`src/rtl/reaction_timer_if.sv`:
```
// Signal bundle between the starting-lights sequencer/display path and the reaction timer.
// The timer is the slave; the sequencer, key and display side is the master.
interface reaction_timer_if #(
    parameter int N_BIT = 16
) ();
    logic             tick_ms;
    logic             start;
    logic             lights_out;
    logic             key_n;
    logic [N_BIT-1:0] react_ms;
    logic [N_BIT-1:0] best_ms;
    logic             best_valid;
    logic             result_valid;
    logic             jump_start;
    logic             too_slow;
    logic             busy;

    modport master (
        output tick_ms, start, lights_out, key_n,
        input  react_ms, best_ms, best_valid, result_valid, jump_start, too_slow, busy
    );

    modport slave (
        input  tick_ms, start, lights_out, key_n,
        output react_ms, best_ms, best_valid, result_valid, jump_start, too_slow, busy
    );
endinterface

```
`src/rtl/reaction_timer.sv`:
```
// Responder side of the starting-lights game: detects false starts and measures
// reaction time in ms, keeping the best valid time since reset.
//
// state  | meaning
// IDLE   | no attempt since reset
// ARMED  | lights sequence running, a press now is a jump start
// TIMING | lights out, counting ms until the key press
// DONE   | measured (or timed-out) result held
// FAULT  | jump start recorded and held
module reaction_timer #(
    parameter int N_BIT  = 16,
    parameter int MAX_MS = 9999
) (
    input  logic          clk,
    input  logic          rst_n,
    reaction_timer_if.slave bus
);
    typedef enum logic [2:0] {
        ST_IDLE,
        ST_ARMED,
        ST_TIMING,
        ST_DONE,
        ST_FAULT
    } state_t;

    localparam logic [N_BIT-1:0] ONE      = N_BIT'(1);
    localparam logic [N_BIT-1:0] MAX_VAL  = N_BIT'(MAX_MS);
    localparam logic [N_BIT-1:0] MAX_LAST = N_BIT'(MAX_MS - 1);

    state_t           state_q, state_d;
    logic [N_BIT-1:0] counter_q, counter_d;
    logic [N_BIT-1:0] react_q, react_d;
    logic [N_BIT-1:0] best_q, best_d;
    logic             best_valid_q, best_valid_d;
    logic             result_valid_q, result_valid_d;
    logic             jump_q, jump_d;
    logic             slow_q, slow_d;
    logic             busy_q;
    logic             key_s1, key_s2, key_s3;
    logic             press;

    // Key is asynchronous: two flops to resolve metastability, a third to find the falling edge.
    always_ff @(posedge clk or negedge rst_n) begin
        if (!rst_n) begin
            key_s1 <= 1'b1;
            key_s2 <= 1'b1;
            key_s3 <= 1'b1;
        end else begin
            key_s1 <= bus.key_n;
            key_s2 <= key_s1;
            key_s3 <= key_s2;
        end
    end

    assign press = key_s3 & ~key_s2;

    always_ff @(posedge clk or negedge rst_n) begin
        if (!rst_n) begin
            state_q        <= ST_IDLE;
            counter_q      <= '0;
            react_q        <= '0;
            best_q         <= '1;
            best_valid_q   <= 1'b0;
            result_valid_q <= 1'b0;
            jump_q         <= 1'b0;
            slow_q         <= 1'b0;
            busy_q         <= 1'b0;
        end else begin
            state_q        <= state_d;
            counter_q      <= counter_d;
            react_q        <= react_d;
            best_q         <= best_d;
            best_valid_q   <= best_valid_d;
            result_valid_q <= result_valid_d;
            jump_q         <= jump_d;
            slow_q         <= slow_d;
            busy_q         <= (state_d == ST_ARMED) || (state_d == ST_TIMING);
        end
    end

    always_comb begin
        state_d        = state_q;
        counter_d      = counter_q;
        react_d        = react_q;
        best_d         = best_q;
        best_valid_d   = best_valid_q;
        result_valid_d = 1'b0;
        jump_d         = jump_q;
        slow_d         = slow_q;
        case (state_q)
            ST_IDLE: begin
                if (bus.start) begin
                    state_d = ST_ARMED;
                    jump_d  = 1'b0;
                    slow_d  = 1'b0;
                end
            end
            ST_ARMED: begin
                // A press in the same cycle as lights_out is still a false start.
                if (press) begin
                    state_d        = ST_FAULT;
                    jump_d         = 1'b1;
                    result_valid_d = 1'b1;
                end else if (bus.lights_out) begin
                    state_d   = ST_TIMING;
                    counter_d = '0;
                end
            end
            ST_TIMING: begin
                if (press) begin
                    state_d        = ST_DONE;
                    react_d        = counter_q;
                    result_valid_d = 1'b1;
                    if (!best_valid_q || (counter_q < best_q)) begin
                        best_d       = counter_q;
                        best_valid_d = 1'b1;
                    end
                end else if (bus.tick_ms) begin
                    if (counter_q == MAX_LAST) begin
                        state_d        = ST_DONE;
                        counter_d      = MAX_VAL;
                        react_d        = MAX_VAL;
                        slow_d         = 1'b1;
                        result_valid_d = 1'b1;
                    end else begin
                        counter_d = counter_q + ONE;
                    end
                end
            end
            ST_DONE, ST_FAULT: begin
                if (bus.start) begin
                    state_d = ST_ARMED;
                    jump_d  = 1'b0;
                    slow_d  = 1'b0;
                end
            end
            default: state_d = ST_IDLE;
        endcase
    end

    assign bus.react_ms     = react_q;
    assign bus.best_ms      = best_q;
    assign bus.best_valid   = best_valid_q;
    assign bus.result_valid = result_valid_q;
    assign bus.jump_start   = jump_q;
    assign bus.too_slow     = slow_q;
    assign bus.busy         = busy_q;
endmodule

```
`src/flat_wrapper.sv`:
```
// flat-port wrapper written by rule: the top's interface ports become plain ports
module reaction_timer_flat 
#(
    parameter int N_BIT  = 16,
    parameter int MAX_MS = 9999
)
  (clk, rst_n, bus_tick_ms, bus_start, bus_lights_out, bus_key_n, bus_react_ms, bus_best_ms, bus_best_valid, bus_result_valid, bus_jump_start, bus_too_slow, bus_busy);
  reaction_timer_if #(.N_BIT(N_BIT)) bus_i ();
  input  logic clk;
  input  logic rst_n;
  input wire logic [$bits(bus_i.tick_ms)-1:0] bus_tick_ms;
  input wire logic [$bits(bus_i.start)-1:0] bus_start;
  input wire logic [$bits(bus_i.lights_out)-1:0] bus_lights_out;
  input wire logic [$bits(bus_i.key_n)-1:0] bus_key_n;
  output wire logic [$bits(bus_i.react_ms)-1:0] bus_react_ms;
  output wire logic [$bits(bus_i.best_ms)-1:0] bus_best_ms;
  output wire logic [$bits(bus_i.best_valid)-1:0] bus_best_valid;
  output wire logic [$bits(bus_i.result_valid)-1:0] bus_result_valid;
  output wire logic [$bits(bus_i.jump_start)-1:0] bus_jump_start;
  output wire logic [$bits(bus_i.too_slow)-1:0] bus_too_slow;
  output wire logic [$bits(bus_i.busy)-1:0] bus_busy;
  assign bus_i.tick_ms = bus_tick_ms;
  assign bus_i.start = bus_start;
  assign bus_i.lights_out = bus_lights_out;
  assign bus_i.key_n = bus_key_n;
  assign bus_react_ms = bus_i.react_ms;
  assign bus_best_ms = bus_i.best_ms;
  assign bus_best_valid = bus_i.best_valid;
  assign bus_result_valid = bus_i.result_valid;
  assign bus_jump_start = bus_i.jump_start;
  assign bus_too_slow = bus_i.too_slow;
  assign bus_busy = bus_i.busy;
  reaction_timer #(.N_BIT(N_BIT), .MAX_MS(MAX_MS)) u_core (.clk(clk), .rst_n(rst_n), .bus(bus_i));
endmodule
```
`config.mk`:
```
export PLATFORM = sky130hd
export DESIGN_NAME = reaction_timer_flat
export DESIGN_NICKNAME = d
export VERILOG_FILES = /design/src/rtl/reaction_timer_if.sv /design/src/rtl/reaction_timer.sv /design/src/flat_wrapper.sv
export SDC_FILE = /design/constraint.sdc
export NUM_CORES = 1
export LEC_CHECK = 0
export BUFFER_PORTS_ARGS = -buffer_cell sky130_fd_sc_hd__buf_2
export CORE_MARGIN = 1
export CORE_UTILIZATION = 53
export CTS_CLUSTER_DIAMETER = 40
export DETAILED_ROUTE_END_ITERATION = 8
export PLACE_DENSITY = 0.82
export SLEW_MARGIN = 40
export SYNTH_ARGS = -nofsm -noshare
export SYNTH_HDL_FRONTEND = slang
export SYNTH_SLANG_ARGS = --single-unit
```
`constraint.sdc`:
```
create_clock -name clk -period 6.88 [get_ports clk]
set_clock_uncertainty 0.15 [all_clocks]
set_input_delay 0.344 -clock clk [delete_from_list [all_inputs] [get_ports clk]]
set_output_delay 0.344 -clock clk [all_outputs]
set_load 0.005 [all_outputs]
```
==> flow_metrics.py, run 1 <==
metrics = {
    "status": {
        "outcome": "finished with violations",
        "failed_checks": "negative hold slack",
    },
    "synthesis": {
        "syn_avg_cell_area_um2": 11.02,
        "ys_ff_latch": 59,
        "synth_nets": 300,
        "synth-edff-count": 0,
        "syn_area_um2": 3052,
        "yosys_warnings": 0,
        "synth_area_leaders": "dfrtp_1 33%, dfstp_2 16%, ha_1 7.0%",
        "yosysTopAreaCellShare_pct": 32.80,
        "ys.flop_type": "dfrtp_1",
        "yosysTopAreaCell": "dfrtp_1",
        "async_flop_share_pct": 100.0,
        "synth.distinct_cells": 53,
        "yosysSeqAreaShare_pct": 49.16,
        "syn_inst": 277,
    },
    "worst_setup_path": {
        "critPathArrivalTime_ps": 3100,
        "crit_fanout": 16,
        "crit_start": "u_core.bus.best_ms[15]$_DFFE_PN1P_",
        "slowest_stage": "o41ai_1",
        "cp-start-kind": "flip-flop",
        "crit-reg2reg-launch": "u_core.bus.best_ms[15]$_DFFE_PN1P_",
        "crit_chain": "inv_1 > ha_1 > nand4_1 > or3_1 > o41ai_1 > o22ai_4 > mux2_1",
        "required_ps": 6990,
        "path_class": "reg -> reg",
        "endpoint_kind": "flip-flop",
        "critical_path.max_stage_delay_ps": 610,
    },
    "run": {
        "drv_cap": 0,
    },
    "route": {
        "ant_nets": 0,
        "wl_um": 6670,
        "drt_iter0_markers": 121,
        "vias": 2381,
        "drc": 0,
        "avgRoutedWirePerCell_um": 16.68,
        "firstDrtPassIters": 4,
        "avgViaCountPerCell": 5.953,
    },
    "finish": {
        "area_growth_pct": 17.22,
        "final_cells": 400,
        "antenna-diode-count": 0,
        "layout.nets": 346,
        "drive_gt1_share_pct": 32.62,
    },
    "grt": {
        "grt_pass1_wl_um": 11320,
        "grt_overflow": 0,
        "grt_antenna_before_repair": 0,
        "grt_start_max_net_pins": 60,
        "grt_use_total_pct": 24.56,
        "grt_pass1_vias": 2348,
    },
    "power": {
        "switching_share_pct": 29.87,
        "pwr_density_cell_nw_per_um2": 293.5,
        "power.switching_w": 0.0003136,
        "ir_drop_v": 0.0001876,
        "pwr-share-clk_pct": 34.1,
        "seqPwrFrac_pct": 43.5,
        "intPower_w": 0.0007365,
        "pwr-share-comb_pct": 22.4,
        "p_leak_nw": 1.655,
    },
    "floorplanning": {
        "die_h_um": 77.88,
        "die_w_um": 77.88,
        "io_pins": 43,
        "rows": 27,
        "initial_utilization_pct": 55.08,
        "die_area_um2": 6065,
        "core_area_um2": 5540,
    },
    "timing": {
        "min_period_ps": 2982,
        "max_freq_mhz": 335.4,
        "hold_violations": 5,
        "slew_viol_final": 0,
        "timing.final.crit_share_pct": 43.34,
        "setup_violations": 0,
        "fin_ws_ps": 3898,
        "fin_tns_setup_ps": 0,
        "relSlewSlack_pct": 51.46,
        "rsz0062_at_grt": "false",
        "max_slew.worst_pin.slew_ps": 728.1,
        "fin_hold_ws_ps": -19.49,
    },
    "cts": {
        "cts_buffers": 9,
        "clockBufferDepth": 2,
        "holdBufCountCts": 1,
        "cts_sinks": 59,
        "cts-root-buf": "clkbuf_8",
        "cts_resized": 0,
        "cts_setup_buffers": 0,
        "h-tree-depth": 3,
        "clock_latency_ps": 340,
        "cts_tree": "built",
        "clk_pin_slew_ps": 70,
    },
    "min_path": {
        "hold_path.class": "in -> async",
    },
    "place": {
        "numPortBuffers": 42,
        "hpwl_um": 4706,
        "gp_congestion": 0.8482,
        "dp.cells": 383,
        "post-place-ws_ps": 4033,
    },
}
==> kinds of logic (layout without fill, tap and decap cells) <==
| family | count (synthesis) | count (layout) | share of synthesized area [%] |
|---|---|---|---|
| AND/OR/NAND/NOR | 68 | 68 | 12.75 |
| XOR/XNOR | 1 | 1 | 0.2871 |
| flip-flops | 59 | 59 | 49.16 |
| AO/OA/AOI/OAI | 86 | 86 | 21.12 |
| buffers and inverters | 30 | 81 | 3.813 |
| adder cells (fa/ha/maj) | 17 | 17 | 6.970 |
| multiplexers | 16 | 16 | 5.904 |
==> layout by cell type (no fill, tap or decap), types with 2 or more instances in the layout <==
| cell | count |
|---|---|
| a21o_1 | 5 |
| inv_1 | 20 |
| or3b_2 | 2 |
| o22a_1 | 9 |
| nor2b_1 | 2 |
| o21ai_0 | 12 |
| or3_1 | 2 |
| o211ai_1 | 2 |
| mux2_2 | 13 |
| bufinv_16 | 2 |
| dfrtp_1 | 40 |
| nand2_1 | 18 |
| nor2_1 | 7 |
| a22o_1 | 14 |
| clkinv_2 | 3 |
| nand2b_1 | 7 |
| nand4_1 | 3 |
| o21a_1 | 2 |
| a211oi_1 | 2 |
| nor3_2 | 2 |
| nand3_1 | 8 |
| a41oi_1 | 3 |
| buf_4 | 2 |
| dfstp_2 | 19 |
| a21oi_1 | 16 |
| buf_2 | 42 |
| clkbuf_8 | 11 |
| mux2_1 | 3 |
| nor3_1 | 2 |
| ha_1 | 17 |
| and3_1 | 5 |
| a31oi_1 | 8 |
==> final timing paths <==
| kind | end | slack, ps | depth (start not counted) |
|---|---|---|---|
| worst min register to register | u_core.key_s2$_DFF_PN1_ | 210 | 0 |
| min in group clk | u_core.bus.jump_start$_DFFE_PN0P_ | 190 | 3 |
| worst max register to register | u_core.bus.best_ms[9]$_DFFE_PN1P_ | 3900 | 7 |
| worst max-delay path | u_core.bus.best_ms[9]$_DFFE_PN1P_ | 3900 | 7 |
| worst min-delay path | u_core.bus.react_ms[2]$_DFFE_PN0P_ | -20 | 2 |
| max in group asynchronous | u_core.counter_q[5]$_DFFE_PN0P_ | 6110 | 2 |
==> per-stage QoR <==
stage                     total power [W]  area (um^2)  utilization, %
after detailed placement        0.0006923         3326           60.03
final                            0.001050         3577           64.57
after floorplan                 0.0006061         3052               -
after global placement          0.0006841         3326           60.03
after CTS                        0.001053         3562           64.30
after global routing             0.001102         3577           64.57
==> sequential cells by signal (all words and copies together), names as in the netlist <==
signal	flops
u_core.bus.best_valid	1
u_core.bus.best_ms	16
u_core.bus.jump_start	1
u_core.key_s2	1
u_core.key_s1	1
u_core.bus.react_ms	16
u_core.bus.too_slow	1
u_core.counter_q	16
u_core.bus.result_valid	1
u_core.state_q	3
u_core.bus.busy	1
u_core.key_s3	1
==> cell usage after synthesis, types with 2 or more instances <==
library cell and number:
a31oi_1 8, a41oi_1 3, or3_1 2, a211oi_1 2, nand4_1 3, nand3_1 8, mux2_2 13, dfrtp_1 40
o211ai_1 2, o21a_1 2, o21ai_0 12, nand2_1 18, and3_1 5, nor2b_1 2, inv_1 20, mux2_1 3
nor2_1 8, a22o_1 14, a21o_1 5, a21oi_1 16, dfstp_2 19, nor3_1 3, ha_1 17, or3b_2 2
clkbuf_1 6, o22a_1 9, buf_2 3, nand2b_1 7
==> worst max-delay path: cells and delay by family, from the launching register on <==
kind | cells | cell delay, ps
AO/OA/AOI/OAI | 2 | 920
adder cells (fa/ha/maj) | 1 | 300
buffers and inverters | 1 | 50
flip-flops | 1 | 550
multiplexers | 1 | 390
AND/OR/NAND/NOR | 2 | 540
==> routing by layer <==
layer  GRT usage [%]  vias up  wire length [um]
met5               0        -                 0
met4           12.08        0               123
met3           3.647       16               292
met2           38.32       74              3179
li1                -     1127                 -
met1           33.46     1164              3075
==> power groups by stage <==
stage	sequential, W	clock (W)	combinational [W]
final	0.000456	0.000358	0.000236
after global routing	0.000465	0.000376	0.000261
after CTS	0.000454	0.000363	0.000236
after detailed placement	0.000460	0	0.000233
after global placement	0.000457	0	0.000227
after floorplan	0.000444	0	0.000163
==> layout make-up <==
type,instances,area [um^2]
clock inverters,5,75.07
flip-flops and latches,59,1500
repair buffers,45,235.2
multi-input cells,188,1450
inverters,20,75.07
fillers,441,1963
well taps,72,90.09
clock buffers,11,151.4
Power figures use the tool's default switching activity.
==> run 2, diff against run 1 <==
Settings changed: CORE_UTILIZATION 53 to 51.
Clock period 6.88 ns to 2.6 ns, I/O delays scaled along.
==> run 2 against run 1 <==
Net effect: the run ends with negative setup slack left; routed wire length rose by 25%; sequential share of layout area down 3.8 points; critical path depth rose by 1; clock-buffer cell count increased by 1; via count up 12%; worst hold slack gained 32 ps; register-to-register slack got worse by 3900 ps.
==> flow_metrics.py, run 2 (synthesis results as in run 1) <==
metrics = {
    "grt": {
        "grt_use_total_pct": 26.86,
        "grt_overflow": 0,
        "grtUsageMet2_pct": 40.26,
        "grt_start_max_net_pins": 34,
        "grtUsageMet1_pct": 36.70,
        "grt_antenna_before_repair": 0,
        "grt.busiest_layer": "met2",
        "grt_pass1_vias": 2495,
        "met3_usage_pct": 4.713,
        "grt_pass1_wl_um": 12530,
    },
    "finish": {
        "area_growth_pct": 29.03,
        "layout.nets": 379,
        "final_cell_mix": "42 x buf_2, 40 x dfrtp_1, 31 x buf_4, 19 x dfstp_2, 18 x nand2_1",
        "antenna-diode-count": 0,
        "drive_gt1_share_pct": 41.00,
        "final_common_cell": "buf_2",
        "finish.utilization_pct": 69.79,
    },
    "power": {
        "pwr-share-clk_pct": 33.0,
        "ir_drop_v": 0.0005356,
        "intPower_w": 0.002043,
        "pwr-share-comb_pct": 26.2,
        "switching_share_pct": 31.11,
        "seqPwrFrac_pct": 40.8,
        "p_leak_nw": 1.847,
        "power.switching_w": 0.0009226,
        "pwr_density_cell_nw_per_um2": 753.1,
    },
    "cts": {
        "cts_buffers": 9,
        "clk_pin_slew_ps": 70,
        "cts_tree": "built",
        "h-tree-depth": 3,
        "clock_latency_ps": 360,
        "cts_sinks": 59,
        "cts-root-buf": "clkbuf_8",
        "clockBufferDepth": 2,
    },
    "worst_setup_path": {
        "crit_fanout": 8,
        "cp_top_family": "flip-flops",
        "path_class": "reg -> reg",
        "required_ps": 2730,
        "critPathBufInv": 2,
        "critical_path.max_stage_delay_ps": 560,
        "endpoint_kind": "flip-flop",
        "critPathArrivalTime_ps": 2770,
        "slowest_stage": "dfstp_2",
        "cp-start-kind": "flip-flop",
        "crit_chain": "inv_2 > ha_4 > nand4_1 > or3_4 > o41ai_4 > o22ai_2 > clkbuf_16 > mux2_2",
    },
    "run": {
        "drv_cap": 0,
    },
    "route": {
        "avgRoutedWirePerCell_um": 19.21,
        "drt_iter0_markers": 191,
        "wl_um": 8316,
        "drc": 0,
        "vias": 2670,
        "ant_nets": 0,
        "firstDrtPassIters": 5,
        "avgViaCountPerCell": 6.166,
    },
    "min_path": {
        "hold_path.class": "in -> reg",
    },
    "timing": {
        "fin_ws_ps": -47.16,
        "slew_viol_final": 0,
        "min_period_ps": 2647,
        "setup_violations": 14,
        "rsz0062_at_grt": "true",
        "timing.final.crit_share_pct": 101.8,
        "max_freq_mhz": 377.8,
        "fin_tns_setup_ps": -268.5,
        "hold_violations": 0,
        "max_slew.worst_pin.slew_ps": 704.2,
        "relSlewSlack_pct": 53.06,
    },
    "floorplanning": {
        "die_area_um2": 6297,
        "core_area_um2": 5642,
        "initial_utilization_pct": 54.09,
        "die_h_um": 79.36,
        "rows": 27,
        "io_pins": 43,
        "die_w_um": 79.36,
    },
    "status": {
        "failed_checks": "negative setup slack",
        "outcome": "finished with violations",
    },
    "place": {
        "gp_congestion": 0.8645,
        "hpwl_um": 5386,
        "numPortBuffers": 42,
    },
}
## run 2: layout make-up
| cell class | instances | area (um^2) |
|---|---|---|
| Sequential cell | 59 | 1500 |
| Tap cell | 72 | 90.09 |
| Timing Repair Buffer | 78 | 518.0 |
| Multi-Input combinational cell | 188 | 1526 |
| Clock inverter | 4 | 72.57 |
| Clock buffer | 12 | 155.1 |
| Fill cell | 415 | 1704 |
| Inverter | 20 | 75.07 |
## run 2: tightest hold or removal path: cells and delay by family
| kind | cells | cell delay, ps |
|---|---|---|
| compound gates | 1 | 90 |
| buf+inv | 1 | 100 |
| simple gates | 1 | 140 |
## run 2: through the flow
stage                     cell area, um^2  hold slack [ps]  total power, W  cells  setup slack (ps)
after floorplan                      3062           -315.6        0.001608    277            0.8908
after global placement               3556            11.45        0.001888    411             55.71
after detailed placement             3556            13.21        0.001913    411            -26.92
after CTS                            3827            11.35        0.002902    430           -0.6442
after global routing                 3938            61.93        0.003098    433            -119.7
final                                3938            12.70        0.002965    433            -47.16
## run 2: routing by layer
| layer | routed length [um] | share of wire, % |
|---|---|---|
| met1 | 3521 | 42 |
| met2 | 4082 | 49 |
| met3 | 478 | 5.7 |
| met4 | 233 | 2.8 |
| met5 | 0 | 0 |
## run 2: timing repair
item                                    CTS  global route
setup buffers                             0             2
hold buffers                              3             0
hold endpoints to repair                 64             0
endpoints found under the setup margin   12            16
pin swaps                                 2             4
cloned                                    0             1
gates resized for setup                   4            11
## run 2: final timing paths
kind | depth (start not counted) | to | startpoint | slack (ps)
max in group asynchronous | 3 | u_core.key_s2$_DFF_PN1_ | rst_n | 1750
min in group asynchronous | 3 | u_core.bus.react_ms[12]$_DFFE_PN0P_ | rst_n | 160
hold reg to reg | 0 | u_core.key_s2$_DFF_PN1_ | u_core.key_s1$_DFF_PN1_ | 210
hold / removal | 3 | u_core.state_q[1]$_DFF_PN0_ | bus_lights_out | 10
setup reg to reg | 8 | u_core.bus.best_ms[3]$_DFFE_PN1P_ | u_core.bus.best_ms[14]$_DFFE_PN1P_ | -50
setup / recovery | 8 | u_core.bus.best_ms[3]$_DFFE_PN1P_ | u_core.bus.best_ms[14]$_DFFE_PN1P_ | -50
## run 2: power by group through the flow
stage	logic, W	registers [W]	clock network, W
CTS	0.000715	0.00120	0.000987
global placement	0.000680	0.00121	0
global route	0.000849	0.00123	0.00102
detailed placement	0.000700	0.00121	0
floorplan	0.000434	0.00117	0
finish	0.000778	0.00121	0.000979
==> run 3, diff against run 2 <==
Settings changed: CORE_UTILIZATION 51 to 53, PLACE_DENSITY 0.82 to 0.78.
Clock period 2.6 ns to 3.32 ns, I/O delays scaled along.
==> run 3 against run 2 <==
Net effect: global-route usage down 0.77 points; final cell count down 5.5%; sequential cell count unchanged; via count down 8.1%; power down 24%; clock-buffer cell count down 1; largest power group unchanged; highest routed layer unchanged; register-to-register slack better by 390 ps; worst setup slack better by 390 ps; the run now ends clean; critical path depth unchanged; maximum frequency down 11%; clock power down 18%; combinational power down 37%.
==> flow_metrics.py, run 3 (synthesis results as in run 1) <==
metrics = {
    "status": {
        "outcome": "completed",
    },
    "min_path": {
        "hold_path.class": "in -> reg",
    },
    "worst_setup_path": {
        "required_ps": 3430,
        "path_class": "reg -> reg",
        "critPathArrivalTime_ps": 3090,
        "cp-start-kind": "flip-flop",
        "endpoint_kind": "flip-flop",
        "crit_fanout": 10,
    },
    "grt": {
        "grt_pass1_wl_um": 11970,
        "grt_overflow": 0,
        "grt_antenna_before_repair": 0,
        "grt_start_max_net_pins": 50,
        "grt_pass1_vias": 2378,
        "grt_use_total_pct": 26.08,
    },
    "timing": {
        "hold_violations": 0,
        "fin_hold_ws_ps": 89.49,
        "relSlewSlack_pct": 53.99,
        "fin_tns_setup_ps": 0,
        "slew_viol_final": 0,
        "setup_violations": 0,
        "min_period_ps": 2979,
        "max_freq_mhz": 335.6,
        "max_slew.worst_pin.slew_ps": 690.1,
        "timing.final.crit_share_pct": 89.74,
        "rsz0062_at_grt": "false",
    },
    "route": {
        "ant_nets": 0,
        "vias": 2453,
        "wl_um": 7062,
        "drt_iter0_markers": 133,
        "avgRoutedWirePerCell_um": 17.27,
        "firstDrtPassIters": 4,
        "drc": 0,
        "avgViaCountPerCell": 5.998,
    },
    "cts": {
        "cts_buffers": 9,
        "clockBufferDepth": 2,
        "cts_sinks": 59,
        "clock_latency_ps": 340,
        "cts_tree": "built",
        "h-tree-depth": 3,
        "cts_resized": 0,
        "clk_pin_slew_ps": 60,
        "cts_setup_buffers": 0,
        "cts-root-buf": "clkbuf_8",
        "holdBufCountCts": 3,
    },
    "finish": {
        "final_cell_area_um2": 3657,
        "drive_gt1_share_pct": 33.23,
        "layout.nets": 355,
        "final_cell_mix": "41 x buf_2, 40 x dfrtp_1, 20 x inv_1, 19 x dfstp_2, 18 x nand2_1",
        "finish.utilization_pct": 66.01,
        "antenna-diode-count": 0,
        "final_common_cell": "buf_2",
        "area_growth_pct": 19.84,
    },
    "place": {
        "numPortBuffers": 42,
        "place_area_um2": 3381,
        "hpwl_um": 4921,
        "gp_congestion": 0.8476,
    },
    "floorplanning": {
        "rows": 27,
        "die_h_um": 77.88,
        "io_pins": 43,
        "core_area_um2": 5540,
        "die_area_um2": 6065,
        "initial_utilization_pct": 55.08,
        "die_w_um": 77.88,
    },
    "power": {
        "pwr_density_cell_nw_per_um2": 612.4,
        "power_w": 0.002240,
        "p_leak_nw": 1.707,
        "ir_drop_v": 0.0004698,
    },
    "run": {
        "drv_cap": 0,
    },
}
run 3: cell types whose count changed in the layout (fill, tap and decap cells not counted), moves of 3 or more:
cell / previous run / this run
buf_4: 31 / 10
ha_1: 14 / 17
mux2_1: 0 / 3
inv_1: 16 / 20
mux2_4: 3 / 0
inv_2: 4 / 0
ha_4: 3 / 0
run 3: critical path: stages (launching register included):
cell and delay, ps:
dfstp_2 530, inv_1 50, ha_1 300, nand4_1 160, or3_1 410, o41ai_1 460, o22ai_2 260, buf_4 250
mux2_1 320
run 3: path summary, 6_finish.rpt:
path                                                     from                                 to  slack, ps  cells past startpoint
min reg2reg                           u_core.key_s1$_DFF_PN1_            u_core.key_s2$_DFF_PN1_        210                      0
min in group asynchronous                               rst_n   u_core.counter_q[11]$_DFFE_PN0P_        240                      2
max                        u_core.bus.best_ms[13]$_DFFE_PN1P_  u_core.bus.best_ms[7]$_DFFE_PN1P_        340                      8
min                                            bus_lights_out        u_core.state_q[1]$_DFF_PN0_         90                      3
max reg2reg                u_core.bus.best_ms[13]$_DFFE_PN1P_  u_core.bus.best_ms[7]$_DFFE_PN1P_        340                      8
max in group asynchronous                               rst_n            u_core.key_s3$_DFF_PN1_       2100                      3
run 3: cell type report:
class	instances	area, um^2
timing repair buffer	54	310.3
fill	456	1883
clock buffer	11	141.4
tap	72	90.09
inverter	20	75.07
multi-input combinational	188	1440
sequential	59	1500
clock inverter	5	100.1
run 3: metal layers:
metal	vias up	share of wire, %	global-route usage [%]
met5	-	0	0
met4	0	2.1	10.94
met3	13	4.1	5.882
met2	74	46	40.09
met1	1218	48	35.48
li1	1148	-	-
run 3: metrics by stage:
stage	worst slack, ps	std cells
finish	340.6	409
global route	173.1	409
CTS	331.3	409
detailed placement	325.2	390
global placement	542.8	390
floorplan	632.4	277
run 3: where the power goes:
part,internal [W],total (W),leakage [nW],switching [W]
Combinational,0.000234,0.000491,0.858,0.000257
Clock,0.000517,0.000800,0.123,0.000283
Sequential,0.000838,0.000949,0.726,0.000111
Total,0.00159,0.00224,1.71,0.000652
